File: src/rtl/rx_sched_pkg.sv
// Shared types and constants for the RX receive-window scheduler:
// sequencer states, config address map and the field address helper.
package rx_sched_pkg;

  typedef enum logic [1:0] {
    ST_IDLE   = 2'd0,
    ST_DELAY  = 2'd1,
    ST_ACTIVE = 2'd2,
    ST_DONE   = 2'd3
  } state_t;

  localparam int unsigned FIELDS_PER_WIN = 3;
  localparam int unsigned OFS_START      = 0;
  localparam int unsigned OFS_WIDTH      = 1;
  localparam int unsigned OFS_RATE       = 2;
  localparam int unsigned RATE_W         = 8;
  localparam logic [3:0]  CTRL_ADDR      = 4'd15;
  localparam int unsigned CTRL_CLR_OVR   = 0;

  // Register address of one field of one window.
  function automatic logic [3:0] win_addr(input int unsigned win, input int unsigned ofs);
    return 4'(win * FIELDS_PER_WIN + ofs);
  endfunction

endpackage

File: src/rtl/rx_win_regs.sv
// Window configuration register file: host writes land in a shadow copy,
// which is transferred to the active table on every accepted IPP sync.
module rx_win_regs
  import rx_sched_pkg::*;
#(
  parameter int NUM_WIN = 2,
  parameter int CW      = 16
) (
  input  logic                             clock,
  input  logic                             reset,
  input  logic                             cfg_we,
  input  logic [3:0]                       cfg_addr,
  input  logic [15:0]                      cfg_data,
  input  logic                             load,
  output logic [NUM_WIN-1:0][CW-1:0]       act_start,
  output logic [NUM_WIN-1:0][CW-1:0]       act_width,
  output logic [NUM_WIN-1:0][RATE_W-1:0]   act_rate,
  output logic                             clr_overrun
);

  logic [NUM_WIN-1:0][CW-1:0]     sh_start, sh_start_nx;
  logic [NUM_WIN-1:0][CW-1:0]     sh_width, sh_width_nx;
  logic [NUM_WIN-1:0][RATE_W-1:0] sh_rate,  sh_rate_nx;

  // The active table copies the post-write shadow value, so a write coinciding
  // with the sync is already part of the sequence it starts.
  always_comb begin
    // NOTE: every always_comb output gets a default first so no latch is inferred.
    sh_start_nx = sh_start;
    sh_width_nx = sh_width;
    sh_rate_nx  = sh_rate;
    if (cfg_we) begin
      for (int unsigned i = 0; i < NUM_WIN; i++) begin
        if (cfg_addr == win_addr(i, OFS_START)) sh_start_nx[i] = CW'(cfg_data);
        if (cfg_addr == win_addr(i, OFS_WIDTH)) sh_width_nx[i] = CW'(cfg_data);
        if (cfg_addr == win_addr(i, OFS_RATE))  sh_rate_nx[i]  = cfg_data[RATE_W-1:0];
      end
    end
  end

  assign clr_overrun = cfg_we && (cfg_addr == CTRL_ADDR) && cfg_data[CTRL_CLR_OVR];

  always_ff @(posedge clock) begin
    // NOTE: the config tables are ordinary flops and are cleared by reset along with the state.
    if (reset) begin
      sh_start  <= '0;
      sh_width  <= '0;
      sh_rate   <= '0;
      act_start <= '0;
      act_width <= '0;
      act_rate  <= '0;
    end else begin
      sh_start <= sh_start_nx;
      sh_width <= sh_width_nx;
      sh_rate  <= sh_rate_nx;
      if (load) begin
        act_start <= sh_start_nx;
        act_width <= sh_width_nx;
        act_rate  <= sh_rate_nx;
      end
    end
  end

endmodule

File: src/rtl/rx_window_sched.sv
// Receive-window scheduler: each IPP sync rising edge runs up to NUM_WIN windows,
// driving enable/rate of the downstream strobe generator while a window is open.
module rx_window_sched
  import rx_sched_pkg::*;
#(
  parameter int NUM_WIN = 2,
  parameter int CW      = 16
) (
  input  logic        clock,
  input  logic        reset,
  input  logic        enable,
  input  logic        sync_in,
  input  logic        cfg_we,
  input  logic [3:0]  cfg_addr,
  input  logic [15:0] cfg_data,
  output logic        strobe_en,
  output logic [7:0]  strobe_rate,
  output logic [1:0]  win_idx,
  output logic [15:0] ipp_count,
  output logic        overrun,
  output logic [15:0] dbus
);

  logic [NUM_WIN-1:0][CW-1:0]     act_start, act_width;
  logic [NUM_WIN-1:0][RATE_W-1:0] act_rate;
  logic                           clr_overrun;

  state_t              state_q, state_d;
  logic [CW-1:0]       tcnt_q, tcnt_d, tcnt_inc;
  logic [CW-1:0]       rem_q, rem_d;
  logic [1:0]          idx_q, idx_d;
  logic                en_q, en_d;
  logic [RATE_W-1:0]   rate_q, rate_d;
  logic                sync_d, sync_go, ovr_set, is_last;
  logic [CW-1:0]       cur_start, cur_width;
  logic [RATE_W-1:0]   cur_rate;

  assign sync_go  = enable & sync_in & ~sync_d;
  assign is_last  = (idx_q == 2'(NUM_WIN - 1));
  assign tcnt_inc = (tcnt_q == '1) ? tcnt_q : tcnt_q + CW'(1);

  rx_win_regs #(.NUM_WIN(NUM_WIN), .CW(CW)) u_regs (
    .clock       (clock),
    .reset       (reset),
    .cfg_we      (cfg_we),
    .cfg_addr    (cfg_addr),
    .cfg_data    (cfg_data),
    .load        (sync_go),
    .act_start   (act_start),
    .act_width   (act_width),
    .act_rate    (act_rate),
    .clr_overrun (clr_overrun)
  );

  always_comb begin
    cur_start = '0;
    cur_width = '0;
    cur_rate  = '0;
    for (int i = 0; i < NUM_WIN; i++) begin
      if (idx_q == 2'(i)) begin
        cur_start = act_start[i];
        cur_width = act_width[i];
        cur_rate  = act_rate[i];
      end
    end
  end

  always_ff @(posedge clock) begin
    // NOTE: sequential state uses non-blocking assignments only.
    if (reset) begin
      state_q   <= ST_IDLE;
      tcnt_q    <= '0;
      rem_q     <= '0;
      idx_q     <= '0;
      en_q      <= 1'b0;
      rate_q    <= '0;
      sync_d    <= 1'b0;
      ipp_count <= '0;
      overrun   <= 1'b0;
    end else begin
      state_q <= state_d;
      tcnt_q  <= tcnt_d;
      rem_q   <= rem_d;
      idx_q   <= idx_d;
      en_q    <= en_d;
      rate_q  <= rate_d;
      sync_d  <= sync_in;
      if (sync_go) ipp_count <= ipp_count + 16'd1;
      // A new overrun outranks a simultaneous clear request.
      if (ovr_set)          overrun <= 1'b1;
      else if (clr_overrun) overrun <= 1'b0;
    end
  end

  always_comb begin
    state_d = state_q;
    if (!enable) begin
      state_d = ST_IDLE;
    end else if (sync_go) begin
      state_d = ST_DELAY;
    end else begin
      unique case (state_q)
        ST_DELAY: begin
          if (cur_width == '0)         state_d = is_last ? ST_DONE : ST_DELAY;
          else if (tcnt_q >= cur_start) state_d = ST_ACTIVE;
        end
        ST_ACTIVE: if (rem_q == '0)     state_d = is_last ? ST_DONE : ST_DELAY;
        default: ;
      endcase
    end
  end

  always_comb begin
    tcnt_d  = tcnt_q;
    rem_d   = rem_q;
    idx_d   = idx_q;
    en_d    = en_q;
    rate_d  = rate_q;
    ovr_set = 1'b0;
    if (!enable) begin
      tcnt_d = '0;
      rem_d  = '0;
      idx_d  = '0;
      en_d   = 1'b0;
      rate_d = '0;
    end else if (sync_go) begin
      tcnt_d  = '0;
      idx_d   = '0;
      en_d    = 1'b0;
      ovr_set = (state_q == ST_DELAY) || (state_q == ST_ACTIVE);
    end else begin
      unique case (state_q)
        ST_DELAY: begin
          tcnt_d = tcnt_inc;
          if (cur_width == '0) begin
            if (!is_last) idx_d = idx_q + 2'd1;
          end else if (tcnt_q >= cur_start) begin
            en_d   = 1'b1;
            rate_d = cur_rate;
            rem_d  = cur_width - CW'(1);
          end
        end
        ST_ACTIVE: begin
          tcnt_d = tcnt_inc;
          if (rem_q == '0) begin
            en_d = 1'b0;
            if (!is_last) idx_d = idx_q + 2'd1;
          end else begin
            rem_d = rem_q - CW'(1);
          end
        end
        ST_DONE: en_d = 1'b0;
        default: ;
      endcase
    end
  end

  assign strobe_en   = en_q;
  assign strobe_rate = rate_q;
  assign win_idx     = idx_q;
  assign dbus        = {state_q, idx_q, sync_in, en_q, overrun, 1'b0, tcnt_q[7:0]};

endmodule

File: config.mk
export PLATFORM = sky130hd
export DESIGN_NAME = rx_window_sched
export DESIGN_NICKNAME = d
export VERILOG_FILES = /design/src/rtl/rx_sched_pkg.sv /design/src/rtl/rx_win_regs.sv /design/src/rtl/rx_window_sched.sv
export SDC_FILE = /design/constraint.sdc
export NUM_CORES = 1
export LEC_CHECK = 0
export BUFFER_PORTS_ARGS = -buffer_cell sky130_fd_sc_hd__buf_4
export CORE_MARGIN = 2
export CORE_UTILIZATION = 30
export DETAILED_ROUTE_END_ITERATION = 8
export RECOVER_POWER = 50
export SLEW_MARGIN = 5
export SYNTH_ARGS = -nofsm -noshare
export SYNTH_HDL_FRONTEND = slang
export SYNTH_HIERARCHICAL = 1
export SYNTH_SLANG_ARGS = --single-unit
File: constraint.sdc
create_clock -name clock -period 8.05 [get_ports clock]
set_input_delay 0.4025 -clock clock [delete_from_list [all_inputs] [get_ports clock]]
set_output_delay 0.4025 -clock clock [all_outputs]
set_load 0.05 [all_outputs]
==> reports/metrics.csv, run 1 <==
metric,value,unit
share of the synthesized area in the top cell type,43.6,%
CP top delay family,simple AND/OR/NAND/NOR gates,
setup ws final,3.36,ns
fraction of layout cells with a size suffix above 1,8.05,%
I/O pin total,69,
CP Buf/Inv Count,1,
first-pass GRT wire length,44500,um
Clock transition at path regs,0.06,ns
sequential area share after synthesis,43.6,%
"Cell Chain, Critical Path",inv_1 > ha_1 > nor2b_2 > a22oi_1 > ha_1 > nand4_1 > or4_1 > o32a_1 > a211oi_4 > or2_1 > a311oi_2,
nets,1214,
core area,33500,um^2
CP max FO,17,
status,"finished, violations left",
DP Worst Slack,3.37,ns
register area,4460,um^2
RSZ-0062 raised after global routing,no,
wire length per cell,17.5,um
#FFs+latches synth,223,
CTS tree,done,
Max Cap Viol,1,
ant diodes,0,
compound-gate portion of the synthesized area,23.6,%
Synth Cell Area,10200,um^2
Syn Inst Count,1175,
Yosys Warn Count,6,
Final Instance Area,11400,um^2
ANT nets after route,0,
multiplexer share of the synthesized area,0.220,%
post-DP HPWL,18800,um
Initial Util,30.5,%
Max-slew headroom,-112,%
fmax,0.213,GHz
"Distinct cells, synth",59,
final setup TNS,0,ns
final hold viol count,0,
initial antenna violation count,0,
Worst Setup End Kind,register,
fillers,3548,
"slowest stage cell, crit path",a211oi_4,
fin crit period,4.69,ns
hold_buf cts,0,
GR Util met3,2.57,%
post-DR vias/cell,5.40,
worst setup path class,reg2reg,
multi-input logic area,5100,um^2
Worst Hold Class,in2reg,
synth cell count leaders,"dfxtp_1, nor2_1, a21oi_1, a311oi_1, nand2_1",
power per cell area,225,nW/um^2
post-CTS setup buffer count,0,
Worst EP required,8.41,ns
Tcrit/Tclk final,58.2,%
largest family of logic cells by synthesized area,compound AO/OA/AOI/OAI gates,
Layout area overhead,11.7,%
vias,8794,
Die Ht,189,um
Synth area leader,dfxtp_1,
slew at the pin closest to its max-slew limit,3.18,ns
largest net degree at the start of global routing,110,
final setup vio count,0,
grt met2 use,22.9,%
most frequent cell after synthesis,dfxtp_1,
routed wire length,28500,um
met1 Use GR,22.8,%
Synth async-reset ratio,0,%
worst clock skew,0.00867,ns
Post-Synth XOR/XNOR Area,3.68,%
failing checks,"max-capacitance violations, max-slew violations",
CTS root buf,clkbuf_16,
# DRC,0,
post_cts resized,0,
Main synth FF type,dfxtp_1,
number of buffers created by CTS,23,
Post-DP Area,10800,um^2
Port-buffer cells,67,
Post-Synth Adder-Cell Area,3.05,%
number of synthesized flops with an enable pin,0,
crit path DAT,5.05,ns
Post-Syn Nets,1225,
GR peak layer,met2,
clk sinks,223,
die width,189,um
die area,35600,um^2
H-tree levels,1,
synthesized area per cell,8.71,um^2
GR Util All Layers,15.3,%
Simple-Gate Fraction of Synth Area,19.1,%
drt initial violations,737,
First-pass DRT Iterations,5,
Worst path most repeated cell,ha_1,
row count,67,
max-slew violations,73,
peak supply drop,0.000178,V
clock buffer depth,3,
Worst Setup Start Kind,register,
synth top area cells,"dfxtp_1, a311oi_1, a21oi_1",
Worst-Skew Late Latency,0.52,ns
vias in the first global route,7988,
cell leakage power,0.00371,uW
RD Place Congestion,0.830,
CP peak stage delay,0.68,ns
grt ovf,0,
[routing by layer]
metal	wire, um	share of wire (%)
met5	0	0
met4	597	2.1
met3	1770	6.2
met2	12100	42
met1	14100	49
[kinds of logic after synthesis]
kind of cell,Yosys count
and+or+nand+nor,383
AOI/OAI and AO/OA,364
DFF,223
xor gates and xnor gates,43
buffers and inverters,134
adders and majority gates,25
other,1
muxes,2
[flip-flops by register name, indices dropped and copies added, names as in the netlist, 16 cells and up]
register	count
u_regs/sh_width	32
u_regs/act_start	32
u_regs/act_rate	16
tcnt_q	16
rem_q	16
ipp_count	16
u_regs/sh_rate	16
u_regs/sh_start	32
u_regs/act_width	32
[worst min-delay path: cells and delay by family]
| family | cells | cell delay (ns) |
|---|---|---|
| AND/OR/NAND/NOR | 1 | 0.08 |
| buffers and inverters | 2 | 0.14 |
[power breakdown]
group	total, uW	switching [uW]	internal, uW
Clock	1140	452	692
Combinational	261	173	87.5
Sequential	1170	29.1	1140
Total	2570	654	1920
[metrics by stage]
step	hold slack [ns]	util, %	std cells	total power (uW)
after floorplan	0.440	-	1175	1370
after global placement	0.445	32.2	1587	1450
after detailed placement	0.452	32.2	1587	1450
after CTS	0.135	34.6	1628	2590
after global routing	0.153	34.1	1628	2670
final	0.149	34.1	1628	2570
[cells in the final DEF, fill, tap and decap left out, drive strengths merged, types with 2 or more instances in the layout]
cell type,n
nor3b,17
nand4b,16
a211oi,17
nand2,76
dfxtp,223
a311oi,82
nand3b,16
buf,34
o31ai,8
xnor2,19
or2,4
a2bb2oi,8
and3,2
nand2b,5
and3b,9
nor3,18
nand3,15
o21ai,86
a221oi,2
a21o,4
or4,3
clkbuf,73
nor2b,8
inv,21
clkinv,4
ha,25
a22oi,24
mux2,2
nor4,19
o21a,2
xor2,24
clkinvlp,3
a41oi,3
nand4,35
nor2,137
o211ai,2
a21oi,118
bufinv,4
[path summary, 6_finish.rpt]
path | cells past startpoint | endpoint | start | slack, ns
worst max-delay path | 11 | rem_q[15] | win_idx[1] | 3.36
worst min-delay path | 3 | sync_d | sync_in | 0.15
worst max register to register | 11 | rem_q[15] | win_idx[1] | 3.36
worst min register to register | 2 | u_regs/sh_width[12] | u_regs/sh_width[12] | 0.46
[cell type report]
class                      count  share of cell area (%)
multi-input combinational    818                    44.6
tap                          448                    4.90
clock inverter                12                    1.56
clock buffer                  29                    5.58
inverter                      20                   0.678
timing repair buffer          78                    3.68
sequential                   223                    39.0
(Power assumes the default switching activity.)
==> inputs of run 2 (changes only) <==
- clock period: 8.05 -> 4.6 ns (I/O delays scaled with it)
==> reports/metrics.csv, run 2 (synthesized netlist as in run 1, its figures left out) <==
metric,value,unit,change
Tot Pwr,4460,uW,+74%
vias in the first global route,8096,,+1.4%
# DRC,0,,unchanged
initial antenna violation count,0,,unchanged
Max-slew headroom,-132,%,-20 points
internal power,3320,uW,+73%
most frequent cells in the layout,"dfxtp_1, nor2_1, a21oi_1, a311oi_1, nand2_1",,
fin crit period,3.99,ns,-0.702 ns
post-DR vias/cell,5.34,,-1.1%
CP max FO,17,,unchanged
clk sinks,223,,unchanged
fraction of layout cells with a size suffix above 1,8.17,%,+0.12 points
ANT nets after route,0,,unchanged
Worst Setup Start Kind,register,,
core area,33500,um^2,unchanged
Sw Share,25.6,%,+0.19 points
peak supply drop,0.000249,V,+40%
final setup TNS,0,ns,unchanged
Max Cap Viol,1,,unchanged
status,"finished, violations left",,
grt ovf,0,,unchanged
Worst Hold Class,in2reg,,
worst setup path startpoint,win_idx[0],,
worst setup path class,reg2reg,,
post_cts resized,0,,unchanged
RSZ-0062 raised after global routing,no,,
Tcrit/Tclk final,86.7,%,+28 points
vias,8734,,-0.68%
drt initial violations,678,,-8.0%
worst hold path startpoint,cfg_data[8],,
largest net degree at the start of global routing,103,,-6.4%
Post-DP Area,10800,um^2,+0.21%
CP Buf/Inv Count,3,,+2
power per cell area,390,nW/um^2,+73%
slew at the pin closest to its max-slew limit,3.49,ns,+0.307 ns
clock buffer depth,3,,unchanged
Reg power frac,45.7,%,+0.3 points
worst reg-to-reg setup slack,0.61,ns,-2.75 ns
number of buffers created by CTS,24,,+4.3%
Layout area overhead,11.9,%,
die area,35600,um^2,unchanged
worst clock skew,0.0104,ns,+0.00174 ns
CTS root buf,clkbuf_16,,
ant diodes,0,,unchanged
CP peak stage delay,0.51,ns,-0.17 ns
RD Place Congestion,0.803,,-3.2%
fmax,0.251,GHz,+18%
Switch Pwr,1140,uW,+75%
cell leakage power,0.00373,uW,+0.49%
I/O pin total,69,,unchanged
Clock transition at path regs,0.06,ns,about the same
FF-to-FF Start,win_idx[0],,
Worst Setup End Kind,register,,
Worst EP required,4.97,ns,-3.44 ns
die width,189,um,unchanged
"slowest stage cell, crit path",or2_1,,
H-tree levels,1,,unchanged
"commonest non-fill, non-tap cell in the layout",dfxtp_1,,
"Cell Chain, Critical Path",inv_1 > ha_1 > buf_4 > nor2b_2 > buf_4 > a22oi_1 > ha_1 > nand2_1 > or4_1 > o32a_1 > a211oi_4 > or2_1 > a311oi_2,,
CTS tree,done,,
Die Ht,189,um,unchanged
first-pass GRT wire length,45500,um,+2.2%
Initial Util,30.5,%,unchanged
post-DP HPWL,18800,um,+0.33%
CP top delay family,simple AND/OR/NAND/NOR gates,,
final setup vio count,0,,unchanged
max-slew violations,80,,+9.6%
row count,67,,unchanged
crit path DAT,4.35,ns,-0.70 ns
routed wire length,28500,um,about the same
Worst-Skew Late Latency,0.52,ns,about the same
GR Util All Layers,15.7,%,+0.32 points
First-pass DRT Iterations,5,,unchanged
failing checks,"max-capacitance violations, max-slew violations",,
wire length per cell,17.4,um,-0.40%
nets,1219,,+0.41%
Clk pwr share,44.1,%,-0.4 points
final hold viol count,0,,unchanged
Logic pwr share,10.1,%,about the same
Final Instance Area,11500,um^2,+0.20%
Port-buffer cells,67,,unchanged
run 2: timing repair:
action                                 CTS  global route
endpoints found under the hold margin    1             0
hold buffers                             1             0
buffers inserted                         0             0
run 2: layer usage:
metal	wire [um]	vias to the layer above	global-route usage, %
li1	-	4307	-
met2	12300	265	23.7
met5	0	-	0
met1	13900	4133	23.5
met3	1760	29	2.07
met4	493	0	3.31
run 2: worst paths after layout:
path | cells after the start | end
hold reg to reg | 2 | u_regs/sh_width[12]
setup reg to reg | 13 | rem_q[15]
setup / recovery | 13 | rem_q[15]
hold / removal | 3 | u_regs/sh_start[24]
run 2: cell type report:
type / instances / area (um^2)
sequential: 223 / 4460
fill: 3561 / 22100
clock inverter: 9 / 104
inverter: 20 / 77.6
tap: 448 / 561
clock buffer: 35 / 703
multi-input combinational: 818 / 5100
timing repair buffer: 82 / 453
run 2: tightest hold or removal path, stage by stage:
cell and delay [ns]:
buf_4 0.12, nand4_1 0.09, a21oi_1 0.07
run 2: metrics by stage:
step | instances | hold WS (ns) | util (%) | worst slack, ns
floorplan | 1175 | 0.359 | - | 0.0745
global placement | 1590 | 0.445 | 32.2 | 0.761
detailed placement | 1590 | 0.454 | 32.2 | 0.652
CTS | 1635 | 0.0211 | 34.7 | 0.620
global route | 1635 | 0.0371 | 34.2 | 0.228
finish | 1635 | 0.0386 | 34.2 | 0.614
run 2: power groups by stage:
stage	Clock (uW)	Combinational [uW]	Sequential, uW
finish	1970	453	2040
global route	2090	503	2050
CTS	2020	455	2040
detailed placement	0	452	2080
global placement	0	448	2080
floorplan	0	339	2070
==> inputs of run 3 (changes only) <==
--- a/config.mk
+++ b/config.mk
@@ -8,2 +8,3 @@
 export BUFFER_PORTS_ARGS = -buffer_cell sky130_fd_sc_hd__buf_4
+export CORE_ASPECT_RATIO = 0.9
 export CORE_MARGIN = 2
@@ -11,3 +12,3 @@
 export DETAILED_ROUTE_END_ITERATION = 8
-export RECOVER_POWER = 50
+export RECOVER_POWER = 25
 export SLEW_MARGIN = 5
==> constraint.sdc (replaced) <==
create_clock -name clock -period 4.6 [get_ports clock]
set_input_delay 0.46 -clock clock [delete_from_list [all_inputs] [get_ports clock]]
set_output_delay 0.46 -clock clock [all_outputs]
set_load 0.05 [all_outputs]
==> reports/metrics.csv, run 3 (synthesized netlist as in run 1, its figures left out) <==
metric,value,unit,change
CP peak stage delay,0.49,ns,-0.02 ns
Max-slew headroom,-98.9,%,+34 points
fraction of layout cells with a size suffix above 1,8.66,%,+0.48 points
hold_buf cts,0,,-1
H-tree levels,1,,unchanged
clk sinks,223,,unchanged
Initial Util,30.3,%,-0.24 points
CP max FO,16,,-1
RD Place Congestion,0.803,,about the same
Hold Crit Depth,3,,unchanged
GR peak layer,met1,,
max-slew violations,70,,-13%
"commonest non-fill, non-tap cell in the layout",dfxtp_1,,
# DRC,0,,unchanged
power per cell area,386,nW/um^2,-0.96%
grt ovf,0,,unchanged
final hold viol count,0,,unchanged
failing checks,"max-capacitance violations, max-slew violations",,
Worst Setup End Kind,register,,
row count,64,,-4.5%
first-pass GRT wire length,45900,um,+0.73%
Worst Hold Class,in2reg,,
ant diodes,0,,unchanged
CTS tree,done,,
die area,35600,um^2,about the same
"slowest stage cell, crit path",or2_1,,
post-DR vias/cell,5.36,,+0.42%
Tcrit/Tclk final,84.3,%,-2.3 points
GR Util All Layers,16.1,%,+0.46 points
setup ws final,0.722,ns,+0.108 ns
Max Cap Viol,1,,unchanged
crit path DAT,4.26,ns,-0.09 ns
die width,199,um,+5.3%
reg2reg path depth,12,,-1
initial antenna violation count,0,,unchanged
RSZ-0062 raised after global routing,no,,
met1 Use GR,24.0,%,+0.48 points
drt initial violations,732,,+8.0%
Worst EP required,4.98,ns,about the same
Worst-Skew Late Latency,0.53,ns,about the same
Clock transition at path regs,0.07,ns,about the same
fmax,0.258,GHz,+2.8%
largest net degree at the start of global routing,77,,-25%
peak supply drop,0.000250,V,+0.37%
I/O pin total,69,,unchanged
Final Instance Area,11500,um^2,+0.22%
most frequent cells in the layout,"dfxtp_1, nor2_1, a21oi_1, a311oi_1, nand2_1",,
worst hold path startpoint,sync_in,,
Layout area overhead,12.2,%,
fillers,3549,,-0.34%
DP Worst Slack,0.705,ns,+0.0532 ns
post-CTS setup buffer count,0,,unchanged
cell leakage power,0.00376,uW,+0.62%
Worst Setup Start Kind,register,,
Port-buffer cells,67,,unchanged
FF-to-FF Start,win_idx[1],,
slew at the pin closest to its max-slew limit,2.98,ns,-0.503 ns
fin crit period,3.88,ns,-0.108 ns
Tot Pwr,4430,uW,-0.74%
Post-DP Area,10900,um^2,+0.44%
final setup vio count,0,,unchanged
worst reg-to-reg setup slack,0.72,ns,+0.11 ns
routed wire length,28800,um,+1.0%
vias,8862,,+1.5%
clock buffer depth,3,,unchanged
First-pass DRT Iterations,5,,unchanged
post_cts resized,0,,unchanged
worst clock skew,0.0195,ns,+0.00906 ns
final setup TNS,0,ns,unchanged
core area,33800,um^2,+0.78%
worst setup path class,reg2reg,,
status,"finished, violations left",,
vias in the first global route,8150,,+0.67%
hold path endpoint,sync_d,,
ANT nets after route,0,,unchanged
GR Util met3,2.71,%,+0.64 points
"Cell Chain, Critical Path",inv_1 > ha_2 > nor2b_2 > buf_4 > a22oi_1 > ha_1 > nand2_1 > or4_1 > o32a_1 > a211oi_4 > or2_1 > a311oi_2,,
post-DP HPWL,19300,um,+2.6%
nets,1222,,+0.25%
number of buffers created by CTS,24,,unchanged
wire length per cell,17.4,um,about the same
grt met2 use,23.9,%,+0.17 points
worst setup path startpoint,win_idx[1],,
Die Ht,179,um,-5.0%
CTS root buf,clkbuf_16,,
r2r endpoint,rem_q[15],,
-- run 3: cell types whose count changed in the layout (fill, tap and decap cells not counted), sizes merged --
cell         before  now
bufinv            2    1
clkinv            5    7
inv              20   21
dlygate4sd3       1    0
clkinvlp          2    0
clkbuf           80   78
buf              36   42
-- run 3: worst max-delay path, delay by kind of cell, from the launching register on --
kind,cells,cell delay [ns]
AOI/OAI and AO/OA,4,0.99
adders and majority gates,2,0.61
buffers and inverters,2,0.41
DFF,1,0.34
and+or+nand+nor,4,1.35
-- run 3: final cells by class --
cell class	instances	area, um^2	area share (%)
clock buffer	35	713	6.21
timing repair buffer	85	477	4.15
sequential	223	4460	38.9
multi-input combinational	818	5100	44.4
inverter	20	77.6	0.675
clock inverter	9	77.6	0.675
tap	462	578	5.03
-- run 3: worst max path at each step --
stage,slack (ns),endpoint,cells past startpoint
2_1_floorplan,0.07,rem_q[4],16
3_3_place_gp,0.81,rem_q[15],12
3_5_place_dp,0.71,rem_q[6],12
4_1_cts,0.69,rem_q[6],12
5_1_grt,0.38,strobe_en,6
6_report,0.72,rem_q[15],12
-- run 3: per-layer routing --
metal | vias to the layer above | routed length (um)
met5 | - | 0
met4 | 0 | 555
met3 | 43 | 1650
met2 | 246 | 12200
met1 | 4248 | 14400
li1 | 4325 | -
-- run 3: where the power goes --
group	total [uW]	internal, uW	switching [uW]
Combinational	462	157	306
Clock	1930	1130	798
Sequential	2040	1990	47.0
Total	4430	3280	1150
-- run 3: through the flow --
| step | util, % | cells | hold slack (ns) |
|---|---|---|---|
| after floorplan | - | 1175 | 0.440 |
| after global placement | 32.1 | 1608 | 0.445 |
| after detailed placement | 32.1 | 1608 | 0.454 |
| after CTS | 34.5 | 1652 | 0.192 |
| after global routing | 34.0 | 1652 | 0.204 |
| final | 34.0 | 1652 | 0.199 |
